===== config.mk =====
export PLATFORM = sky130hd
export DESIGN_NAME = msrv32_imm_encoder_flat
export DESIGN_NICKNAME = d
export VERILOG_FILES = /design/src/rtl/msrv32_imm_encoder_if.sv /design/src/rtl/msrv32_imm_encoder.sv /design/src/flat_wrapper.sv
export SDC_FILE = /design/constraint.sdc
export NUM_CORES = 1
export LEC_CHECK = 0
export ABC_AREA = 1
export BUFFER_PORTS_ARGS = -buffer_cell sky130_fd_sc_hd__buf_2
export CORE_MARGIN = 2
export CORE_UTILIZATION = 30
export CTS_CLUSTER_DIAMETER = 120
export DETAILED_ROUTE_END_ITERATION = 10
export PLACE_DENSITY = 0.58
export SYNTH_ARGS = -nofsm -noshare
export SYNTH_HDL_FRONTEND = slang
export SYNTH_SLANG_ARGS = --single-unit
export TNS_END_PERCENT = 10

===== constraint.sdc =====
create_clock -name ms_riscv32_mp_clk_in -period 2.1 [get_ports ms_riscv32_mp_clk_in]
set_input_delay 0.42 -clock ms_riscv32_mp_clk_in [delete_from_list [all_inputs] [get_ports ms_riscv32_mp_clk_in]]
set_output_delay 0.42 -clock ms_riscv32_mp_clk_in [all_outputs]
set_load 0.03 [all_outputs]

===== src/rtl/msrv32_imm_encoder_if.sv =====
`timescale 1ns/1ps
`default_nettype none
// ============================================================================
// Module      : msrv32_imm_encoder_if
// Description : Stream and counter signals of the RV32 immediate encoder.
// Revision    : 1.0 - initial release
// ============================================================================
interface msrv32_imm_encoder_if #(
    parameter int CNT_W = 16,
    parameter int ERR_W = 8
);
    logic [31:0]      instr_in;
    logic [31:0]      imm_in;
    logic [2:0]       imm_type_in;
    logic             in_valid_in;
    logic             in_ready_out;
    logic [31:0]      instr_out;
    logic             range_err_out;
    logic             out_valid_out;
    logic             out_ready_in;
    logic             cnt_clr_in;
    logic [CNT_W-1:0] enc_count_out;
    logic [ERR_W-1:0] err_count_out;

    modport master (
        output instr_in, imm_in, imm_type_in, in_valid_in, out_ready_in, cnt_clr_in,
        input  in_ready_out, instr_out, range_err_out, out_valid_out,
               enc_count_out, err_count_out
    );

    modport slave (
        input  instr_in, imm_in, imm_type_in, in_valid_in, out_ready_in, cnt_clr_in,
        output in_ready_out, instr_out, range_err_out, out_valid_out,
               enc_count_out, err_count_out
    );
endinterface
`default_nettype wire


===== src/rtl/msrv32_imm_encoder.sv =====
`timescale 1ns/1ps
`default_nettype none
// ============================================================================
// Module      : msrv32_imm_encoder
// Description : Inserts an immediate into an RV32 instruction word (streaming,
//               2-entry skid buffer, range flag, beat/error counters).
// Revision    : 1.0 - initial release
// ============================================================================
module msrv32_imm_encoder #(
    parameter int CNT_W = 16,
    parameter int ERR_W = 8
) (
    input  wire logic              ms_riscv32_mp_clk_in,
    input  wire logic              ms_riscv32_mp_rst_in,
    msrv32_imm_encoder_if.slave    bus
);

    localparam logic [2:0] c_TYPE_I0  = 3'b000;
    localparam logic [2:0] c_TYPE_I1  = 3'b001;
    localparam logic [2:0] c_TYPE_S   = 3'b010;
    localparam logic [2:0] c_TYPE_B   = 3'b011;
    localparam logic [2:0] c_TYPE_U   = 3'b100;
    localparam logic [2:0] c_TYPE_J   = 3'b101;
    localparam logic [2:0] c_TYPE_CSR = 3'b110;

    logic [31:0]      w_enc;
    logic             w_err;
    logic             w_in_xfer;
    logic             w_out_xfer;

    logic [31:0]      r_out_instr;
    logic             r_out_err;
    logic             r_out_valid;
    logic [31:0]      r_skid_instr;
    logic             r_skid_err;
    logic             r_skid_valid;
    logic [CNT_W-1:0] r_enc_cnt;
    logic [ERR_W-1:0] r_err_cnt;

    wire logic [31:0] w_imm = bus.imm_in;
    wire logic [31:0] w_ins = bus.instr_in;

    // A value fits an N-bit signed field when all bits above the field's MSB equal it.
    wire logic w_fit12 = (&w_imm[31:11]) | ~(|w_imm[31:11]);
    wire logic w_fit13 = (&w_imm[31:12]) | ~(|w_imm[31:12]);
    wire logic w_fit21 = (&w_imm[31:20]) | ~(|w_imm[31:20]);

    always_comb begin
        w_enc = w_ins;
        w_err = 1'b0;
        case (bus.imm_type_in)
            c_TYPE_S: begin
                w_enc = {w_imm[11:5], w_ins[24:12], w_imm[4:0], w_ins[6:0]};
                w_err = ~w_fit12;
            end
            c_TYPE_B: begin
                w_enc = {w_imm[12], w_imm[10:5], w_ins[24:12], w_imm[4:1], w_imm[11], w_ins[6:0]};
                w_err = ~w_fit13 | w_imm[0];
            end
            c_TYPE_U: begin
                w_enc = {w_imm[31:12], w_ins[11:0]};
                w_err = |w_imm[11:0];
            end
            c_TYPE_J: begin
                w_enc = {w_imm[20], w_imm[10:1], w_imm[11], w_imm[19:12], w_ins[11:0]};
                w_err = ~w_fit21 | w_imm[0];
            end
            c_TYPE_CSR: begin
                w_enc = {w_ins[31:20], w_imm[4:0], w_ins[14:0]};
                w_err = |w_imm[31:5];
            end
            c_TYPE_I0, c_TYPE_I1: begin
                w_enc = {w_imm[11:0], w_ins[19:0]};
                w_err = ~w_fit12;
            end
            default: begin
                w_enc = {w_imm[11:0], w_ins[19:0]};
                w_err = ~w_fit12;
            end
        endcase
    end

    // Ready is simply "skid empty"; the skid flop itself is the registered ready.
    assign w_in_xfer  = bus.in_valid_in & ~r_skid_valid;
    assign w_out_xfer = r_out_valid & bus.out_ready_in;

    always_ff @(posedge ms_riscv32_mp_clk_in) begin
        if (ms_riscv32_mp_rst_in) begin
            r_out_instr  <= 32'h0;
            r_out_err    <= 1'b0;
            r_out_valid  <= 1'b0;
            r_skid_instr <= 32'h0;
            r_skid_err   <= 1'b0;
            r_skid_valid <= 1'b0;
        end else if (r_skid_valid) begin
            if (w_out_xfer) begin
                r_out_instr  <= r_skid_instr;
                r_out_err    <= r_skid_err;
                r_skid_valid <= 1'b0;
            end
        end else if (w_in_xfer) begin
            if (!r_out_valid || w_out_xfer) begin
                r_out_instr <= w_enc;
                r_out_err   <= w_err;
                r_out_valid <= 1'b1;
            end else begin
                r_skid_instr <= w_enc;
                r_skid_err   <= w_err;
                r_skid_valid <= 1'b1;
            end
        end else if (w_out_xfer) begin
            r_out_valid <= 1'b0;
        end
    end

    always_ff @(posedge ms_riscv32_mp_clk_in) begin
        if (ms_riscv32_mp_rst_in || bus.cnt_clr_in) begin
            r_enc_cnt <= '0;
            r_err_cnt <= '0;
        end else if (w_in_xfer) begin
            r_enc_cnt <= r_enc_cnt + CNT_W'(1);
            if (w_err && (r_err_cnt != {ERR_W{1'b1}}))
                r_err_cnt <= r_err_cnt + ERR_W'(1);
        end
    end

    assign bus.in_ready_out  = ~r_skid_valid;
    assign bus.instr_out     = r_out_instr;
    assign bus.range_err_out = r_out_err;
    assign bus.out_valid_out = r_out_valid;
    assign bus.enc_count_out = r_enc_cnt;
    assign bus.err_count_out = r_err_cnt;

endmodule
`default_nettype wire

===== src/flat_wrapper.sv =====
// flat-port wrapper written by rule: the top's interface ports become plain ports
module msrv32_imm_encoder_flat 
#(
    parameter int CNT_W = 16,
    parameter int ERR_W = 8
)
  (ms_riscv32_mp_clk_in, ms_riscv32_mp_rst_in, bus_instr_in, bus_imm_in, bus_imm_type_in, bus_in_valid_in, bus_out_ready_in, bus_cnt_clr_in, bus_in_ready_out, bus_instr_out, bus_range_err_out, bus_out_valid_out, bus_enc_count_out, bus_err_count_out);
  msrv32_imm_encoder_if #(.CNT_W(CNT_W), .ERR_W(ERR_W)) bus_i ();
  input  wire logic ms_riscv32_mp_clk_in;
  input  wire logic ms_riscv32_mp_rst_in;
  input wire logic [$bits(bus_i.instr_in)-1:0] bus_instr_in;
  input wire logic [$bits(bus_i.imm_in)-1:0] bus_imm_in;
  input wire logic [$bits(bus_i.imm_type_in)-1:0] bus_imm_type_in;
  input wire logic [$bits(bus_i.in_valid_in)-1:0] bus_in_valid_in;
  input wire logic [$bits(bus_i.out_ready_in)-1:0] bus_out_ready_in;
  input wire logic [$bits(bus_i.cnt_clr_in)-1:0] bus_cnt_clr_in;
  output wire logic [$bits(bus_i.in_ready_out)-1:0] bus_in_ready_out;
  output wire logic [$bits(bus_i.instr_out)-1:0] bus_instr_out;
  output wire logic [$bits(bus_i.range_err_out)-1:0] bus_range_err_out;
  output wire logic [$bits(bus_i.out_valid_out)-1:0] bus_out_valid_out;
  output wire logic [$bits(bus_i.enc_count_out)-1:0] bus_enc_count_out;
  output wire logic [$bits(bus_i.err_count_out)-1:0] bus_err_count_out;
  assign bus_i.instr_in = bus_instr_in;
  assign bus_i.imm_in = bus_imm_in;
  assign bus_i.imm_type_in = bus_imm_type_in;
  assign bus_i.in_valid_in = bus_in_valid_in;
  assign bus_i.out_ready_in = bus_out_ready_in;
  assign bus_i.cnt_clr_in = bus_cnt_clr_in;
  assign bus_in_ready_out = bus_i.in_ready_out;
  assign bus_instr_out = bus_i.instr_out;
  assign bus_range_err_out = bus_i.range_err_out;
  assign bus_out_valid_out = bus_i.out_valid_out;
  assign bus_enc_count_out = bus_i.enc_count_out;
  assign bus_err_count_out = bus_i.err_count_out;
  msrv32_imm_encoder #(.CNT_W(CNT_W), .ERR_W(ERR_W)) u_core (.ms_riscv32_mp_clk_in(ms_riscv32_mp_clk_in), .ms_riscv32_mp_rst_in(ms_riscv32_mp_rst_in), .bus(bus_i));
endmodule

==> results.tsv <==
stage	metric	value	unit
outcome	status	finished, final reports clean	
sta	part of the cycle the worst path needs	0.824	
grt	met1 GRT Util	0.252	
pwr	Pleak	0.00264	uW
sta	Finish-stage setup viols	0	
worst_setup_path	CP Max Fanout	24	
finish	commonest cells after routing, fill and taps aside	130 x buf_2, 119 x nand2_1, 107 x nor2_1	
floorplan	Die Ht	129	um
pwr	Reg power frac	0.437	
logic_synthesis	Mapped Cells	670	
clock_network	H-tree depth	3	
flow_run	max-cap viol count	0	
logic_synthesis	area share of xor/xnor cells in the synthesized design	0.0131	
grt	initial antenna violation count	0	
clock_network	Post CTS Setup Buffer Count	0	
grt	largest net degree at the start of global routing	56	
logic_synthesis	ys flop type	dfxtp_1	
route	vias per inst	4.93	
floorplan	# rows	45	
route	drt total wl	14400	um
logic_synthesis	post-synthesis adder-cell area fraction	0.00535	
logic_synthesis	mapped cell area	4680	um2
pwr	pwr dens	733	nW/um2
pwr	Comb power frac	0.185	
sta	Worst Tran Pin Value	0.521	ns
worst_setup_path	crit path DAT	1.31	ns
logic_synthesis	Yosys reg bits	92	
logic_synthesis	mux share of post-synthesis cell area	0.00482	
logic_synthesis	Synth warnings	0	
clock_network	PostCTS Resize Cnt	0	
finish	NumNets Final	870	
clock_network	CTS tree	done	
sta	Final Hold Fails	0	
route	Iter 0 DRT Violations	312	
sta	final slew viol count	0	
sta	setup TNS	0	ns
worst_setup_path	worst path bufs/invs	3	
grt	Total GRT Usage	0.175	
logic_synthesis	sequential fraction of the synthesis area	0.394	
placement	GPL Wtd Cong	0.914	
grt	met3 usage	0.0312	
sta	Slew HR	0.653	
worst_hold_path	worst hold path type	primary input to flip-flop	
logic_synthesis	asr flop ratio synth	0	
route	drt drc	0	
placement	DP Wirelength	10600	um
grt	met2 usage	0.265	
worst_setup_path	Worst Path Required	1.68	ns
sta	RSZ-0062 raised after global routing	false	
finish	filler cell count	1620	
route	Via Count	4877	
worst_setup_path	endpoint class of the critical path	output pin	
worst_setup_path	Crit path largest cell delay	0.34	ns
clock_network	Worst-Skew Late Latency	0.34	ns
route	Detailed Routing Iterations Pass 1	5	
floorplan	Ports	131	
logic_synthesis	Compound-Gate Fraction of Synth Area	0.235	
worst_setup_path	Worst Path Class, Setup	flip-flop to output pin	
route	wire per inst	14.6	um
grt	first-pass GRT wire length	23000	um
sta	top achievable clock speed	578	MHz
worst_setup_path	Worst setup SP type	flip-flop	
grt	total global routing overflow	0	
clock_network	CTS buffer count	9	
pwr	Psw	1270	uW
logic_synthesis	Synth Area in Simple Gates	0.271	
finish	area grow syn2layout	25.6	%
pwr	clock share of power	0.378	
sta	min cycle time layout	1.73	ns
pwr	Internal	3030	uW
logic_synthesis	count of cell types in the netlist	40	
worst_setup_path	delay-heaviest family, CP	buffers and inverters	
sta	Fin Hold WS	0.357	ns
finish	ANT cells	0	
finish	commonest non-fill, non-tap cell in the layout	buf_2	
clock_network	clk sink count	92	
route	Routed Antenna Nets	0	
pwr	Worst VDD drop	0.356	mV
placement	Placed Area	5580	um2
logic_synthesis	synthesized area per cell	6.98	um2
pwr	switching share of total power	0.296	
worst_setup_path	crit path cell chain	inv_4 > buf_4 > buf_2	
floorplan	core area	15200	um2
grt	vias in the first global route	4383	
logic_synthesis	EDFF count, synth	0	
finish	layout cells sized above 1	0.237	
clock_network	CTS Hold Bufs	0	
floorplan	die width	129	um
floorplan	Starting Density	0.308	
clock_network	Clock Tree Root	clkbuf_16	
worst_setup_path	Slowest-stage cell, CP	dfxtp_1	
logic_synthesis	largest family of logic cells by synthesized area	simple AND/OR/NAND/NOR gates	
floorplan	die area	16600	um2
clock_network	clk slew on worst S/H paths	0.06	ns
clock_network	Max Root-Sink Buffers	2	
finish	final non-filler cell area	5870	um2
grt	GR peak layer	met2	
sta	Setup Skew	0.00838	ns
placement	port buffer count	130	
logic_synthesis	net count after synthesis	744	
## power groups by stage
| stage | clock network [uW] | logic [uW] | registers (uW) |
|---|---|---|---|
| 2_1_floorplan | 0 | 379 | 2040 |
| 3_3_place_gp | 0 | 796 | 1920 |
| 3_5_place_dp | 0 | 793 | 1920 |
| 4_1_cts | 1680 | 798 | 1880 |
| 5_1_grt | 1760 | 877 | 1890 |
| 6_report | 1630 | 797 | 1880 |
## routing by layer
layer / wire (um) / part of all wire
met1: 7140 / 0.50
met2: 6370 / 0.44
met3: 641 / 0.045
met4: 246 / 0.017
met5: 0 / 0
## tightest hold or removal path: stages
cell     delay (ns)
buf_2          0.09
o21ai_0        0.08
nor2_1         0.07
## flip-flops by register name (all words and copies together) (netlist names)
signal	cells
u_core.bus.instr_out	32
u_core.r_skid_instr	32
u_core.bus.enc_count_out	16
u_core.bus.err_count_out	8
u_core.bus.out_valid_out	1
u_core.bus.range_err_out	1
u_core.r_skid_err	1
u_core.r_skid_valid	1
## through the flow
step,worst slack (ns),instances,util,total power (uW)
global route,0.219,989,0.386,4530
global placement,0.117,973,0.367,2720
CTS,0.342,989,0.386,4360
detailed placement,0.0969,973,0.367,2720
finish,0.369,989,0.386,4310
floorplan,0.384,670,-,2420
## cells by family after synthesis
logic type               after synthesis
AND/OR/NAND/NOR                      285
AO/OA/AOI/OAI                        200
flip-flops                            92
buffers and inverters                 82
XOR/XNOR                               7
multiplexers                           2
adder cells (fa/ha/maj)                2
## layout make-up
| cell class | count | area (um2) | share of cell area |
|---|---|---|---|
| clock buffer | 10 | 229 | 0.0390 |
| clock inverter | 6 | 65.1 | 0.0111 |
| inverter | 50 | 209 | 0.0356 |
| multi-input combinational | 496 | 2480 | 0.422 |
| sequential | 92 | 1840 | 0.314 |
| tap | 188 | 235 | 0.0400 |
| timing repair buffer | 147 | 816 | 0.139 |
## Yosys cell counts, types with 4 or more instances
cell type | count | area, um2
o211ai_1 | 5 | 37.5
or2_2 | 4 | 25.0
buf_2 | 6 | 30.0
dfxtp_1 | 92 | 1840
o21ai_1 | 13 | 65.1
nand3_1 | 11 | 55.1
nor3_1 | 6 | 30.0
o21ai_0 | 67 | 335
nand2_1 | 119 | 447
xor2_1 | 5 | 43.8
inv_2 | 4 | 15.0
nor2_1 | 108 | 405
clkbuf_1 | 22 | 82.6
nor3b_1 | 4 | 30.0
nand4_1 | 18 | 113
inv_1 | 43 | 161
o21a_1 | 10 | 75.1
a21oi_1 | 83 | 415
a221oi_1 | 8 | 70.1
a31oi_1 | 8 | 50.1
## final timing paths
| check | startpoint | to | slack (ns) | depth (start not counted) |
|---|---|---|---|---|
| hold reg to reg | u_core.bus.instr_out[30] | u_core.bus.instr_out[30] | 0.46 | 2 |
| setup / recovery | u_core.r_skid_valid | bus_in_ready_out | 0.37 | 3 |
| setup reg to reg | u_core.r_skid_valid | u_core.bus.instr_out[7] | 0.41 | 8 |
| hold / removal | bus_instr_in[3] | u_core.r_skid_instr[3] | 0.36 | 3 |
Note: power is estimated with default switching activity, not from simulation.
